--- config.mk ---
export PLATFORM = sky130hd
export DESIGN_NAME = fpu_sequencer
export DESIGN_NICKNAME = d
export VERILOG_FILES = /design/src/rtl/fpu_pkg.sv /design/src/rtl/fpu_op_decode.sv /design/src/rtl/fpu_sequencer.sv
export SDC_FILE = /design/constraint.sdc
export NUM_CORES = 1
export LEC_CHECK = 0
export CELL_PAD_IN_SITES_DETAIL_PLACEMENT = 2
export CELL_PAD_IN_SITES_GLOBAL_PLACEMENT = 2
export CORE_ASPECT_RATIO = 1.4
export CORE_MARGIN = 3
export CORE_UTILIZATION = 34
export DETAILED_ROUTE_END_ITERATION = 10
export DONT_BUFFER_PORTS = 1
export PLACE_DENSITY = 0.88
export SETUP_SLACK_MARGIN = 0.15
export SYNTH_ARGS = -nofsm -noshare
export SYNTH_HDL_FRONTEND = slang
export SYNTH_SLANG_ARGS = --single-unit
--- constraint.sdc ---
create_clock -name clk -period 2.3 [get_ports clk]
set_clock_uncertainty 0.1 [all_clocks]
set_input_delay 0.345 -clock clk [delete_from_list [all_inputs] [get_ports clk]]
set_output_delay 0.345 -clock clk [all_outputs]
set_load 0.01 [all_outputs]
--- src/rtl/fpu_pkg.sv ---
// Shared definitions for the FPU issue sequencer: opcodes, unit select, FSM states.
package fpu_pkg;

    // Decoder opcode field
    localparam logic [2:0] OP_ADD     = 3'b000;
    localparam logic [2:0] OP_SUB     = 3'b001;
    localparam logic [2:0] OP_MUL     = 3'b010;
    localparam logic [2:0] OP_DIV     = 3'b011;
    localparam logic [2:0] OP_SQRT    = 3'b100;
    localparam logic [2:0] OP_CVT_WS  = 3'b101;
    localparam logic [2:0] OP_CVT_SW  = 3'b110;
    localparam logic [2:0] OP_ILLEGAL = 3'b111;

    // Execution unit select
    localparam logic [1:0] UNIT_FP   = 2'd0;
    localparam logic [1:0] UNIT_SQRT = 2'd1;
    localparam logic [1:0] UNIT_INT  = 2'd2;

    // Sequencer states
    localparam logic [1:0] ST_IDLE  = 2'd0;
    localparam logic [1:0] ST_START = 2'd1;
    localparam logic [1:0] ST_BUSY  = 2'd2;
    localparam logic [1:0] ST_WB    = 2'd3;

endpackage

--- src/rtl/fpu_op_decode.sv ---
// Opcode -> unit select, unit sub-op and timeout compare value (budget - 1).
module fpu_op_decode
    import fpu_pkg::*;
#(
    parameter int CNT_W        = 6,
    parameter int FP_TIMEOUT   = 8,
    parameter int SQRT_TIMEOUT = 40,
    parameter int INT_TIMEOUT  = 4
) (
    input  logic [2:0]       op,
    output logic             legal,
    output logic [1:0]       unit_sel,
    output logic [1:0]       unit_op,
    output logic [CNT_W-1:0] tlim
);

    // Pure lookup; the sequencer never inspects the opcode itself
    always_comb begin
        legal    = 1'b1;
        unit_sel = UNIT_FP;
        unit_op  = op[1:0];
        tlim     = CNT_W'(FP_TIMEOUT - 1);
        case (op)
            OP_SQRT: begin
                unit_sel = UNIT_SQRT;
                unit_op  = 2'd0;
                tlim     = CNT_W'(SQRT_TIMEOUT - 1);
            end
            OP_CVT_WS: begin
                unit_sel = UNIT_INT;
                unit_op  = 2'd0;
                tlim     = CNT_W'(INT_TIMEOUT - 1);
            end
            OP_CVT_SW: begin
                unit_sel = UNIT_INT;
                unit_op  = 2'd1;
                tlim     = CNT_W'(INT_TIMEOUT - 1);
            end
            OP_ILLEGAL: begin
                legal   = 1'b0;
                unit_op = 2'd0;
            end
            default: ;
        endcase
    end

endmodule

--- src/rtl/fpu_sequencer.sv ---
// Single-issue FP sequencer: routes one op to its unit, stalls the CPU until
// the unit finishes (or times out), then does the one regfile writeback.
module fpu_sequencer
    import fpu_pkg::*;
#(
    parameter int W            = 32,
    parameter int FP_TIMEOUT   = 8,
    parameter int SQRT_TIMEOUT = 40,
    parameter int INT_TIMEOUT  = 4,
    parameter int CNT_W        = 6
) (
    input  logic         clk,
    input  logic         reset,
    input  logic         issue_valid,
    input  logic [2:0]   issue_op,
    input  logic [4:0]   issue_rd,
    input  logic [W-1:0] issue_a,
    input  logic [W-1:0] issue_b,
    output logic         stall,
    output logic [W-1:0] unit_a,
    output logic [W-1:0] unit_b,
    output logic [1:0]   unit_op,
    output logic         fp_start,
    output logic         sqrt_start,
    output logic         int_start,
    input  logic         fp_done,
    input  logic [W-1:0] fp_result,
    input  logic         sqrt_done,
    input  logic [W-1:0] sqrt_result,
    input  logic         int_done,
    input  logic [W-1:0] int_result,
    output logic         wb_valid,
    output logic [4:0]   wb_rd,
    output logic [W-1:0] wb_data,
    output logic         err
);

    logic [1:0]       state_q, state_d;
    logic [CNT_W-1:0] cnt_q, cnt_d;
    logic [CNT_W-1:0] tlim_q, tlim_d;
    logic [1:0]       sel_q, sel_d;
    logic [4:0]       rd_q, rd_d;
    logic [W-1:0]     a_q, a_d, b_q, b_d, data_q, data_d;
    logic [1:0]       uop_q, uop_d;
    logic             fp_start_q, fp_start_d;
    logic             sqrt_start_q, sqrt_start_d;
    logic             int_start_q, int_start_d;
    logic             wb_valid_q, wb_valid_d;
    logic             err_q, err_d;

    logic             dec_legal;
    logic [1:0]       dec_sel;
    logic [1:0]       dec_uop;
    logic [CNT_W-1:0] dec_tlim;
    logic             sel_done;
    logic [W-1:0]     sel_result;

    fpu_op_decode #(
        .CNT_W        (CNT_W),
        .FP_TIMEOUT   (FP_TIMEOUT),
        .SQRT_TIMEOUT (SQRT_TIMEOUT),
        .INT_TIMEOUT  (INT_TIMEOUT)
    ) u_dec (
        .op       (issue_op),
        .legal    (dec_legal),
        .unit_sel (dec_sel),
        .unit_op  (dec_uop),
        .tlim     (dec_tlim)
    );

    // Only the selected unit's done/result is visible; others are ignored
    always_comb begin
        sel_done   = 1'b0;
        sel_result = '0;
        case (sel_q)
            UNIT_FP:   begin sel_done = fp_done;   sel_result = fp_result;   end
            UNIT_SQRT: begin sel_done = sqrt_done; sel_result = sqrt_result; end
            UNIT_INT:  begin sel_done = int_done;  sel_result = int_result;  end
            default: ;
        endcase
    end

    // Next-state: pulses default low, latched operands hold until the next accept
    always_comb begin
        state_d      = state_q;
        cnt_d        = cnt_q;
        tlim_d       = tlim_q;
        sel_d        = sel_q;
        rd_d         = rd_q;
        a_d          = a_q;
        b_d          = b_q;
        uop_d        = uop_q;
        data_d       = data_q;
        fp_start_d   = 1'b0;
        sqrt_start_d = 1'b0;
        int_start_d  = 1'b0;
        wb_valid_d   = 1'b0;
        err_d        = 1'b0;
        case (state_q)
            ST_IDLE: begin
                if (issue_valid) begin
                    if (dec_legal) begin
                        rd_d         = issue_rd;
                        a_d          = issue_a;
                        b_d          = issue_b;
                        uop_d        = dec_uop;
                        sel_d        = dec_sel;
                        tlim_d       = dec_tlim;
                        fp_start_d   = (dec_sel == UNIT_FP);
                        sqrt_start_d = (dec_sel == UNIT_SQRT);
                        int_start_d  = (dec_sel == UNIT_INT);
                        state_d      = ST_START;
                    end else begin
                        err_d   = 1'b1;
                        state_d = ST_WB;
                    end
                end
            end
            ST_START: begin
                cnt_d   = '0;
                state_d = ST_BUSY;
            end
            ST_BUSY: begin
                cnt_d = (cnt_q == '1) ? cnt_q : cnt_q + 1'b1;
                // done takes priority over a timeout in the same cycle
                if (sel_done) begin
                    data_d     = sel_result;
                    wb_valid_d = 1'b1;
                    state_d    = ST_WB;
                end else if (cnt_q == tlim_q) begin
                    err_d   = 1'b1;
                    state_d = ST_WB;
                end
            end
            default: begin
                state_d = ST_IDLE;
            end
        endcase
    end

    // State and output registers, synchronous reset clears everything
    always_ff @(posedge clk) begin
        if (reset) begin
            state_q      <= ST_IDLE;
            cnt_q        <= '0;
            tlim_q       <= '0;
            sel_q        <= UNIT_FP;
            rd_q         <= '0;
            a_q          <= '0;
            b_q          <= '0;
            uop_q        <= '0;
            data_q       <= '0;
            fp_start_q   <= 1'b0;
            sqrt_start_q <= 1'b0;
            int_start_q  <= 1'b0;
            wb_valid_q   <= 1'b0;
            err_q        <= 1'b0;
        end else begin
            state_q      <= state_d;
            cnt_q        <= cnt_d;
            tlim_q       <= tlim_d;
            sel_q        <= sel_d;
            rd_q         <= rd_d;
            a_q          <= a_d;
            b_q          <= b_d;
            uop_q        <= uop_d;
            data_q       <= data_d;
            fp_start_q   <= fp_start_d;
            sqrt_start_q <= sqrt_start_d;
            int_start_q  <= int_start_d;
            wb_valid_q   <= wb_valid_d;
            err_q        <= err_d;
        end
    end

    assign stall      = issue_valid && (state_q != ST_WB);
    assign unit_a     = a_q;
    assign unit_b     = b_q;
    assign unit_op    = uop_q;
    assign fp_start   = fp_start_q;
    assign sqrt_start = sqrt_start_q;
    assign int_start  = int_start_q;
    assign wb_valid   = wb_valid_q;
    assign wb_rd      = rd_q;
    assign wb_data    = data_q;
    assign err        = err_q;

endmodule

After elaboration in Yosys (flattened, before gate mapping)
Cells that the tools add are included.
- register bits after elaboration: 124
- output and inout bits: 109
- word-level logic and storage cells: 66
- $add $sub $neg: 1
- equal/unequal tests: 16
- reduce and logical (&&, ||, !) cells: 13
- mux-type cells: 18
- bitwise gates (word level): 4
- operators with widths (kind ; number):
    case mux 32 bit (3 select lines) ; 1
    case mux 6 bit (2 select lines) ; 2
    == test 3 bit, second input constant ; 4
    2-to-1 mux 2 bit ; 4
    case mux 2 bit (2 select lines) ; 2
    adder 6 x 1 -> 6 bit, second input constant ; 1
    == test 2 x 1 -> 1 bit, second input constant ; 3
    == test 2 bit, second input constant ; 3
    == test 6 bit ; 1
    == test 6 bit, second input constant ; 1
    logical NOT 2 bit ; 3
    2-to-1 mux 6 bit ; 1
    != test 2 bit, second input constant ; 3
    case mux 2 bit (3 select lines) ; 1
    AND reduction 2 bit ; 3
    OR reduction 2 bit ; 3
    2-to-1 mux 1 bit ; 5
    inverter 1 bit ; 4
    OR reduction 4 bit ; 1
    != test 3 bit, second input constant ; 1
    case mux 1 bit (3 select lines) ; 1
    AND reduction 3 bit ; 1
    case mux 1 bit (2 select lines) ; 1
    nonzero test 2 bit ; 1
    logical AND 1 bit ; 1

Depth between registers and ports, before layout
Gate-level depths: netlist of the first run.
- depth after elaboration: 4
- depth in mapped cells: 9
- depth with buffers taken out: 6

Modules after synthesis
Synthesis of the first run repeated with hierarchy kept, for this count alone.
- cells, all modules: 669
- area, all modules: 5457.7 um^2
- modules (own cells, without submodules) (module ; area an instance (um^2) ; cells an instance ; instances):
    fpu_sequencer ; 5358.9 ; 653 ; 1
    fpu_op_decode ; 98.8 ; 16 ; 1

Worst setup path after synthesis of the first run
OpenSTA, ideal clock, no wires.
- path type: reg2reg
- start point: register state_q[0]
- end point: register tlim_q[1]
- arrival: 1519 ps
- setup time: 128 ps
- clock period less this slack: 1747 ps
- required time: 2072 ps
- stages on the path, launching flop included: 10
- setup slack: 553 ps
- path buffers: 3
- path through: dfxtp_1 -> inv_1 -> ha_1 -> and2_1 -> buf_2 -> and2_1 -> buf_4 -> buf_4 -> nor2_1 -> nor2_1
- cells in the longest elaborated chain, start to end: 2
- ends and longest elaborated chain (element ; RTL line ; RTL):
    start: declaration ; fpu_sequencer.sv:38 ; logic [1:0] state_q, state_d;
    start signal: assignment ; fpu_sequencer.sv:159 ; state_q <= state_d;
    logical NOT 2 bit ; fpu_sequencer.sv:99 ; case (state_q)
    AND reduction 3 bit (no source line) ; - ;
    end signal: assignment ; fpu_sequencer.sv:161 ; tlim_q <= tlim_d;
    end: declaration ; fpu_sequencer.sv:40 ; logic [CNT_W-1:0] tlim_q, tlim_d;
No other way between the ends.
A chain may end at the register's enable or synchronous reset.

Worst setup path after layout of the first run
- start point: register state_q[0]
- end point: register a_q[31], in the netlist unit_a[31]
- cells in the longest elaborated chain, start to end: 2
- ends and longest elaborated chain (element ; RTL line ; RTL):
    logical NOT 2 bit ; fpu_sequencer.sv:99 ;
    AND reduction 3 bit (no source line) ; - ;
    end signal: assignment ; fpu_sequencer.sv:149 ; a_q <= '0;
    end signal: assignment ; fpu_sequencer.sv:164 ; a_q <= a_d;
    end: declaration ; fpu_sequencer.sv:43 ; logic [W-1:0] a_q, a_d, b_q, b_d, data_q, data_d;
No other way between the ends.

==> results of run 1 <==
kinds of logic after synthesis:
| group | Yosys count | synth area share |
|---|---|---|
| flops | 120 | 0.4503 |
| compound gates | 189 | 0.2209 |
| buf+inv | 60 | 0.06379 |
| simple gates | 222 | 0.1724 |
| mux | 36 | 0.07036 |
| fa+ha+maj | 6 | 0.01407 |
| xor+xnor | 5 | 0.008210 |
area by class of cell:
cell class,instances,area (sq um)
inverter,6,22.52
clock buffer,17,425.4
fill,1687,9031
timing repair buffer,26,300.3
multi-input combinational,460,2623
tap,192,240.2
clock inverter,15,140.1
sequential,120,2404
state kept, by name (all words and copies together) (netlist names):
name / count
err: 1
unit_a: 32
sel_q: 2
cnt_q: 6
state_q: 2
unit_b: 32
unit_op: 2
int_start: 1
fp_start: 1
sqrt_start: 1
wb_valid: 1
tlim_q: 2
wb_data: 32
wb_rd: 5
layer usage:
metal,up-vias,global-route usage,wire [um]
met1,2211,0.1767,5861
li1,2166,-,-
met4,0,0.06377,330
met5,-,0,0
met2,225,0.3834,10180
met3,24,0.08258,1820
cells in the mapped netlist, drive strengths merged (7+ instances only):
cell    count  area, sq um
a211oi     32        340.3
a21oi     136        680.7
buf        33        239.0
clkbuf     21        78.83
dfxtp     120         2402
mux2i      34        352.8
nand2     153        574.3
nand3       9        45.04
nor2       40        173.9
nor3        7        35.03
o21ai       9        56.31
repair_timing:
| item | CTS | global route |
|---|---|---|
| gates resized for setup | 2 | 2 |
| hold buffers | 4 | 8 |
| gates cloned | 0 | 3 |
| pin swaps | 0 | 3 |
| endpoints found under the hold margin | 113 | 110 |
| setup endpoints to repair | 50 | 76 |
| setup buffers | 0 | 1 |
report_power, final:
part	internal, mW	switching [mW]	leakage [nW]
Clock	1.50	1.03	0.268
Sequential	2.43	0.444	0.980
Combinational	0.643	1.07	0.893
Total	4.58	2.55	2.14
path summary, 6_finish.rpt:
kind                                 from                  endpoint  slack, ns  depth (start not counted)
setup reg to reg  state_q[0]$_SDFFE_PP0P_   unit_a[31]$_SDFFE_PP0P_       0.31                          7
hold / removal                      reset  wb_data[16]$_SDFFE_PP0P_       -0.1                          1
setup / recovery  state_q[0]$_SDFFE_PP0P_   unit_a[31]$_SDFFE_PP0P_       0.31                          7
hold reg to reg   unit_b[17]$_SDFFE_PP0P_   unit_b[17]$_SDFFE_PP0P_       0.41                          2
metrics by stage:
stage / cell area (sq um) / hold slack [ns] / worst slack [ns] / utilization / cells
3_3_place_gp: 5390 / 0.3256 / 0.2635 / 0.3549 / 788
2_1_floorplan: 5335 / 0.3550 / 0.5532 / - / 638
4_1_cts: 6002 / -0.1087 / 0.1537 / 0.3952 / 824
5_1_grt: 6155 / -0.1214 / 0.1780 / 0.4053 / 836
3_5_place_dp: 5390 / 0.3284 / 0.04168 / 0.3549 / 788
6_report: 6155 / -0.09978 / 0.3066 / 0.4053 / 836
worst max-delay path, stage by stage, from the launching register on:
cell and delay, ns:
dfxtp_1 0.39, inv_1 0.11, ha_1 0.27, and2_2 0.30, nand2_4 0.24, clkbuf_16 0.26
nand2_1 0.09, a21oi_1 0.17
==> results.txt, run 1 <==
Outcome = finished with violations
Failing checks = hold timing
Max Fclk = 0.5017 GHz
Leak = 2.141 nW
Num CTS Buffers = 17
Post-synth EDFFs = 0
# DRC = 0
Hold Vio Cnt, Final = 96
Via count = 4,626
Peak VDD IR = 0.4046 mV
Setup crit start kind = register
Port Buffers = 0
Chip Height = 154.2 um
Period utilization = 0.8667
Clock Pin Slew Worst Setup and Hold Paths = 0.06 ns
1st-iter DRT viols = 142
Global placement routability congestion = 0.8177
Worst Path Required = 2.53 ns
First drt pass iteration count = 4
DR WL/cell = 21.75 um
Avg Inst Size Synth = 8.362 sq um
Worst setup EP type = register
RSZ-0062 raised after global routing = false
Synth-to-layout area growth = 15.36%
PD cells = 1158 mW/mm^2
ANT nets after route = 0
Kind of critical path = register to register
Synthesized flop and latch total = 120
First-pass GRT wire length = 27,230 um
Clk sinks = 120
Post-synthesis cell type count = 46
WL final = 18,190 um
GRT Resource Usage Total = 0.1953
Post-Syn Area = 0.005335 sq mm
# diodes = 0
Largest net degree at the start of global routing = 118
Commonest cells after routing, fill and taps aside = 152 x nand2_1, 136 x a21oi_1, 119 x dfxtp_1, 38 x nor2_1, 33 x mux2i_1
Die ar. = 0.01725 sq mm
Initial antenna violation count = 0
Post-Syn Instances = 638
Setup violations, final = 0
Initial Utilization = 0.3513
CTS max path bufs = 2
Tmin final = 1.993 ns
Sequential area share after synthesis = 0.4503
Most common cell after layout, fill and taps aside = nand2_1
Synth Warn # = 0
Max-cap violations = 0
Hold slack = -0.09978 ns
Worst rel slew slack = 0.5711
Setup TNS Final = 0 ns
Hpwl dp = 13,120 um
Worst-margin pin slew = 0.6419 ns
Slew Viols, Final = 0
Critical Path AT = 2.23 ns
Maximum fanout along the worst path = 28
Site row count = 53
Synth async-reset ratio = 0
CTS tree = done
Syn_nets = 818
Layout cells sized above 1 = 0.1227
Hold Path Class = input pin to register
NumNets Final = 811
Power Total = 7.127 mW
Number of vias per cell = 5.533
Die width = 111.9 um
H-tree levels = 4
I/O pin cnt = 283
Vias in the first global route = 5,238
Cell chosen for the clock root = clkbuf_16
Post-synth top flop = dfxtp_1
Clock latency on the worst-skew pair = 0.40 ns
Total global routing overflow = 0
Core box area = 0.01519 sq mm
Note: power is estimated with default switching activity, not from simulation.
==> run 2, diff against run 1 <==
CORE_UTILIZATION = 35   (was 34)
CTS_BUF_LIST = sky130_fd_sc_hd__clkbuf_4 sky130_fd_sc_hd__clkbuf_8   (was default)
PLACE_DENSITY = 0.9   (was 0.88)
==> run 2 against run 1 <==
Compared with the run above: the flow still finishes with violations (hold timing); via count increased by 5.6%; critical endpoint is now unit_a[30]$_SDFFE_PP0P_; non-clock buffer count increased by 44; critical path depth did not move; final cell count is 4.9% higher; maximum frequency is 4.4% lower; first-iteration DRC count grew 51%; worst setup slack lost 0.093 ns; combinational power grew 6%; hold slack worse by 0.018 ns.
==> results.txt, run 2 (synthesis results as in run 1) <==
Dpl ws = 0.2059 ns
Max Fclk = 0.4794 GHz
First-pass GRT wire length = 26,250 um
Most common cell after layout, fill and taps aside = nand2_1
Core box area = 0.01470 sq mm
I/O pin cnt = 283
Clk sinks = 120
Peak VDD IR = 0.4022 mV
Hpwl dp = 12,950 um
RSZ-0062 raised after global routing = true
DR WL/cell = 23.97 um
Max Used Layer = met4
Setup crit start kind = register
Post-place instance area = 0.005351 sq mm
Via count = 4,884
Fill count = 1,614
Worst setup margin = 0.2141 ns
CTS max path bufs = 2
Leak = 2.249 nW
Slowest Stage Delay on Critical Path = 0.40 ns
Power Total = 6.692 mW
Worst Path Required = 2.53 ns
Hold slack = -0.1181 ns
Commonest cells after routing, fill and taps aside = 152 x nand2_1, 136 x a21oi_1, 119 x dfxtp_1, 58 x dlygate4sd3_1, 38 x nor2_1
R2R cell count = 7
Die ar. = 0.01678 sq mm
GRT Resource Usage Total = 0.1996
Clock Pin Slew Worst Setup and Hold Paths = 0.08 ns
Maximum fanout along the worst path = 33
# DRC = 0
Num CTS Buffers = 17
PD cells = 1043 mW/mm^2
Met1 WL = 7095 um
Slowest stage cell, crit path = dfxtp_1
NumNets Final = 854
Hold Path Class = input pin to register
Worst rel slew slack = 0.7151
Cell chosen for the clock root = clkbuf_8
Layout cells sized above 1 = 0.1106
Chip Height = 152.1 um
1st-iter DRT viols = 214
Setup violations, final = 0
Total global routing overflow = 0
Final core occ = 0.4364
Period utilization = 0.9069
Outcome = finished with violations
Setup TNS Final = 0 ns
Vias in the first global route = 5,049
Worst setup EP type = register
Initial antenna violation count = 1
Largest net degree at the start of global routing = 118
Worst Hold Depth = 1
Crit-path cells = inv_1 > ha_1 > and2_2 > nand2_2 > buf_12 > nand2_1 > a21oi_1
Max-cap violations = 0
Global placement routability congestion = 0.7397
Initial Utilization = 0.3628
ANT nets after route = 0
HP Start = reset
Met2 wire length = 11,550 um
Hold Vio Cnt, Final = 97
Slew Viols, Final = 0
Kind of critical path = register to register
WL final = 21,020 um
Failing checks = hold timing
CP startpoint = state_q[0]$_SDFFE_PP0P_
Critical Path AT = 2.31 ns
Tmin final = 2.086 ns
H-tree levels = 4
Worst-margin pin slew = 0.4274 ns
Port Buffers = 0
Clock latency on the worst-skew pair = 0.41 ns
CTS tree = done
Met3 Wirelength = 1925 um
Die width = 110.3 um
Worst r2r src = state_q[0]$_SDFFE_PP0P_
Number of vias per cell = 5.569
Synth-to-layout area growth = 20.29%
First drt pass iteration count = 4
Site row count = 52
Fin area = 0.006417 sq mm
run 2: area by class of cell:
cell class,count,area (sq um),area share
multi-input cells,459,2609,0.4065
flip-flops and latches,120,2404,0.3745
repair buffers,70,743.2,0.1158
well taps,189,236.5,0.03685
clock buffers,17,234.0,0.03646
clock inverters,15,166.4,0.02593
inverters,6,22.52,0.003509
diodes,1,2.502,0.0003899
run 2: timing repair:
| item | in CTS | in global routing |
|---|---|---|
| hold buffers | 5 | 53 |
| setup buffers | 0 | 1 |
| endpoints found under the hold margin | 113 | 109 |
| endpoints found under the setup margin | 0 | 98 |
| resized for setup | 0 | 1 |
run 2: where the power goes:
part           internal, mW  total [mW]  switching, mW
Combinational         0.678        1.83           1.15
Sequential             2.43        2.90          0.473
Clock                 0.989        1.96          0.972
run 2: metal layers:
layer,GRT usage,vias up
met3,0.08531,31
met5,0,-
met2,0.3941,250
met4,0.05106,0
li1,-,2247
met1,0.1770,2356
run 2: stage by stage:
step,hold WS (ns),cells
2_1_floorplan,0.3550,638
5_1_grt,-0.1521,877
4_1_cts,-0.1461,819
3_5_place_dp,0.3257,782
6_report,-0.1181,877
3_3_place_gp,0.3242,782
run 2: final timing paths:
kind	endpoint	slack, ns
setup / recovery	unit_a[30]$_SDFFE_PP0P_	0.21
hold / removal	wb_data[13]$_SDFFE_PP0P_	-0.12
setup reg to reg	unit_a[30]$_SDFFE_PP0P_	0.21
hold reg to reg	unit_a[2]$_SDFFE_PP0P_	0.42
run 2: critical path: cells and delay by family, from the launching register on:
family                     cells  cell delay, ns
and+or+nand+nor                3            0.62
DFF                            1            0.40
buffers and inverters          2            0.35
adders and majority gates      1            0.27
AOI/OAI and AO/OA              1            0.23
==> run 3, diff against run 2 <==
MAX_ROUTING_LAYER = met4   (was default)
==> run 3 against run 2 <==
Compared with the run above: the run still ends with hold timing left; total power decreased by 1.9%; hold slack improved by 0.0041 ns; flip-flop and latch count unchanged; global-route usage increased by 0.57 points; worst setup slack improved by 0.020 ns; critical path depth decreased by 1; core utilization decreased by 3.1 points; non-clock buffer count decreased by 45; register-to-register slack improved by 0.02 ns; critical path type unchanged; highest routed layer unchanged.
==> results.txt, run 3 (synthesis results as in run 1) <==
GRT Resource Usage Total = 0.2053
Leak = 2.061 nW
Vias in the first global route = 5,063
Chip Height = 152.1 um
Synth-to-layout area growth = 11.80%
ANT nets after route = 0
Die ar. = 0.01678 sq mm
Clk sinks = 120
Period utilization = 0.8983
Largest net degree at the start of global routing = 118
Clock Pin Slew Worst Setup and Hold Paths = 0.08 ns
Via count = 4,685
I/O pin cnt = 283
PD cells = 1100 mW/mm^2
Critical Path AT = 2.27 ns
Hpwl dp = 12,950 um
Fin area = 0.005964 sq mm
Setup crit start kind = register
Worst rel slew slack = 0.7139
Total global routing overflow = 0
Worst setup margin = 0.2339 ns
Cell chosen for the clock root = clkbuf_8
Reg area = 0.002404 sq mm
Worst-margin pin slew = 0.4291 ns
Worst Path Required = 2.51 ns
Initial antenna violation count = 0
Top delay family on crit path = buffers and inverters
Num CTS Buffers = 17
Hold Path Class = input pin to register
Clock latency on the worst-skew pair = 0.41 ns
Kind of critical path = register to register
Global placement routability congestion = 0.7489
Tmin final = 2.066 ns
Initial Utilization = 0.3628
Crit-path cells = inv_1 > ha_1 > and2_2 > a21oi_1 > a211oi_1 > dlygate4sd3_1
Number of vias per cell = 5.638
Dpl ws = 0.2059 ns
Slew Viols, Final = 0
CTS max path bufs = 2
Worst setup EP type = register
Fill count = 1,640
Post-place instance area = 0.005351 sq mm
Most common cell after layout, fill and taps aside = nand2_1
H-tree levels = 4
1st-iter DRT viols = 147
Die width = 110.3 um
Setup TNS Final = 0 ns
Failing checks = hold timing
Site row count = 52
# diodes = 0
First drt pass iteration count = 6
Hold Vio Cnt, Final = 96
Peak VDD IR = 0.4711 mV
CTS tree = done
Slowest Stage Delay on Critical Path = 0.56 ns
Max-cap violations = 0
Layout cells sized above 1 = 0.1184
# DRC = 0
Slowest stage cell, crit path = dlygate4sd3_1
RSZ-0062 raised after global routing = true
Core box area = 0.01470 sq mm
DR WL/cell = 22.64 um
Port Buffers = 0
NumNets Final = 809
Buf+Inv Stages, Crit Path = 2
WL final = 18,810 um
Multi-input combinational cell area = 0.002609 sq mm
First-pass GRT wire length = 26,260 um
Max Fclk = 0.4840 GHz
Commonest cells after routing, fill and taps aside = 152 x nand2_1, 136 x a21oi_1, 119 x dfxtp_1, 38 x nor2_1, 33 x mux2i_1
Hold slack = -0.1140 ns
Setup violations, final = 0
Maximum fanout along the worst path = 8
Outcome = finished with violations
[run 3: routing by layer]
| layer | track usage | up-vias | part of all wire |
|---|---|---|---|
| met3 | 0.07555 | 22 | 0.10 |
| li1 | - | 2159 | - |
| met2 | 0.3938 | 239 | 0.56 |
| met4 | 0.05106 | 0 | 0.018 |
| met5 | - | - | 0 |
| met1 | 0.1834 | 2265 | 0.32 |
[run 3: worst register-to-register path, stage by stage (launching register included)]
cell and delay (ns):
dfxtp_1 0.40, inv_1 0.11, ha_1 0.27, and2_2 0.27, a21oi_1 0.18, a211oi_1 0.07, dlygate4sd3_1 0.56
[run 3: layout make-up]
class                           count  share of cell area
Multi-Input combinational cell    459              0.4374
Sequential cell                   120              0.4030
Timing Repair Buffer               25             0.04909
Tap cell                          189             0.03965
Clock buffer                       17             0.03923
Clock inverter                     15             0.02790
Inverter                            6            0.003776
[run 3: metrics by stage]
stage | total power, mW | instances | utilization
after floorplan | 4.132 | 638 | -
after global placement | 4.349 | 782 | 0.3639
final | 6.562 | 831 | 0.4056
after global routing | 6.995 | 831 | 0.4056
after detailed placement | 4.513 | 782 | 0.3639
after CTS | 6.512 | 819 | 0.3946
[run 3: path summary, 6_finish.rpt]
| path | startpoint | endpoint | slack (ns) | cells past startpoint |
|---|---|---|---|---|
| max reg2reg | state_q[0]$_SDFFE_PP0P_ | unit_op[0]$_SDFFE_PP0P_ | 0.23 | 6 |
| min | reset | wb_data[13]$_SDFFE_PP0P_ | -0.11 | 1 |
| max | state_q[0]$_SDFFE_PP0P_ | unit_op[0]$_SDFFE_PP0P_ | 0.23 | 6 |
| min reg2reg | unit_a[10]$_SDFFE_PP0P_ | unit_a[10]$_SDFFE_PP0P_ | 0.42 | 2 |
[run 3: power breakdown]
group / internal [mW] / total, mW / switching [mW]
registers: 2.43 / 2.89 / 0.457
clock network: 0.988 / 1.96 / 0.967
logic: 0.627 / 1.72 / 1.09
total: 4.05 / 6.56 / 2.52
[run 3: timing repair]
action	in CTS	in global routing
gates resized for setup	0	1
setup endpoints to repair	0	94
setup buffers	0	1
hold buffers	5	8
endpoints found under the hold margin	113	109
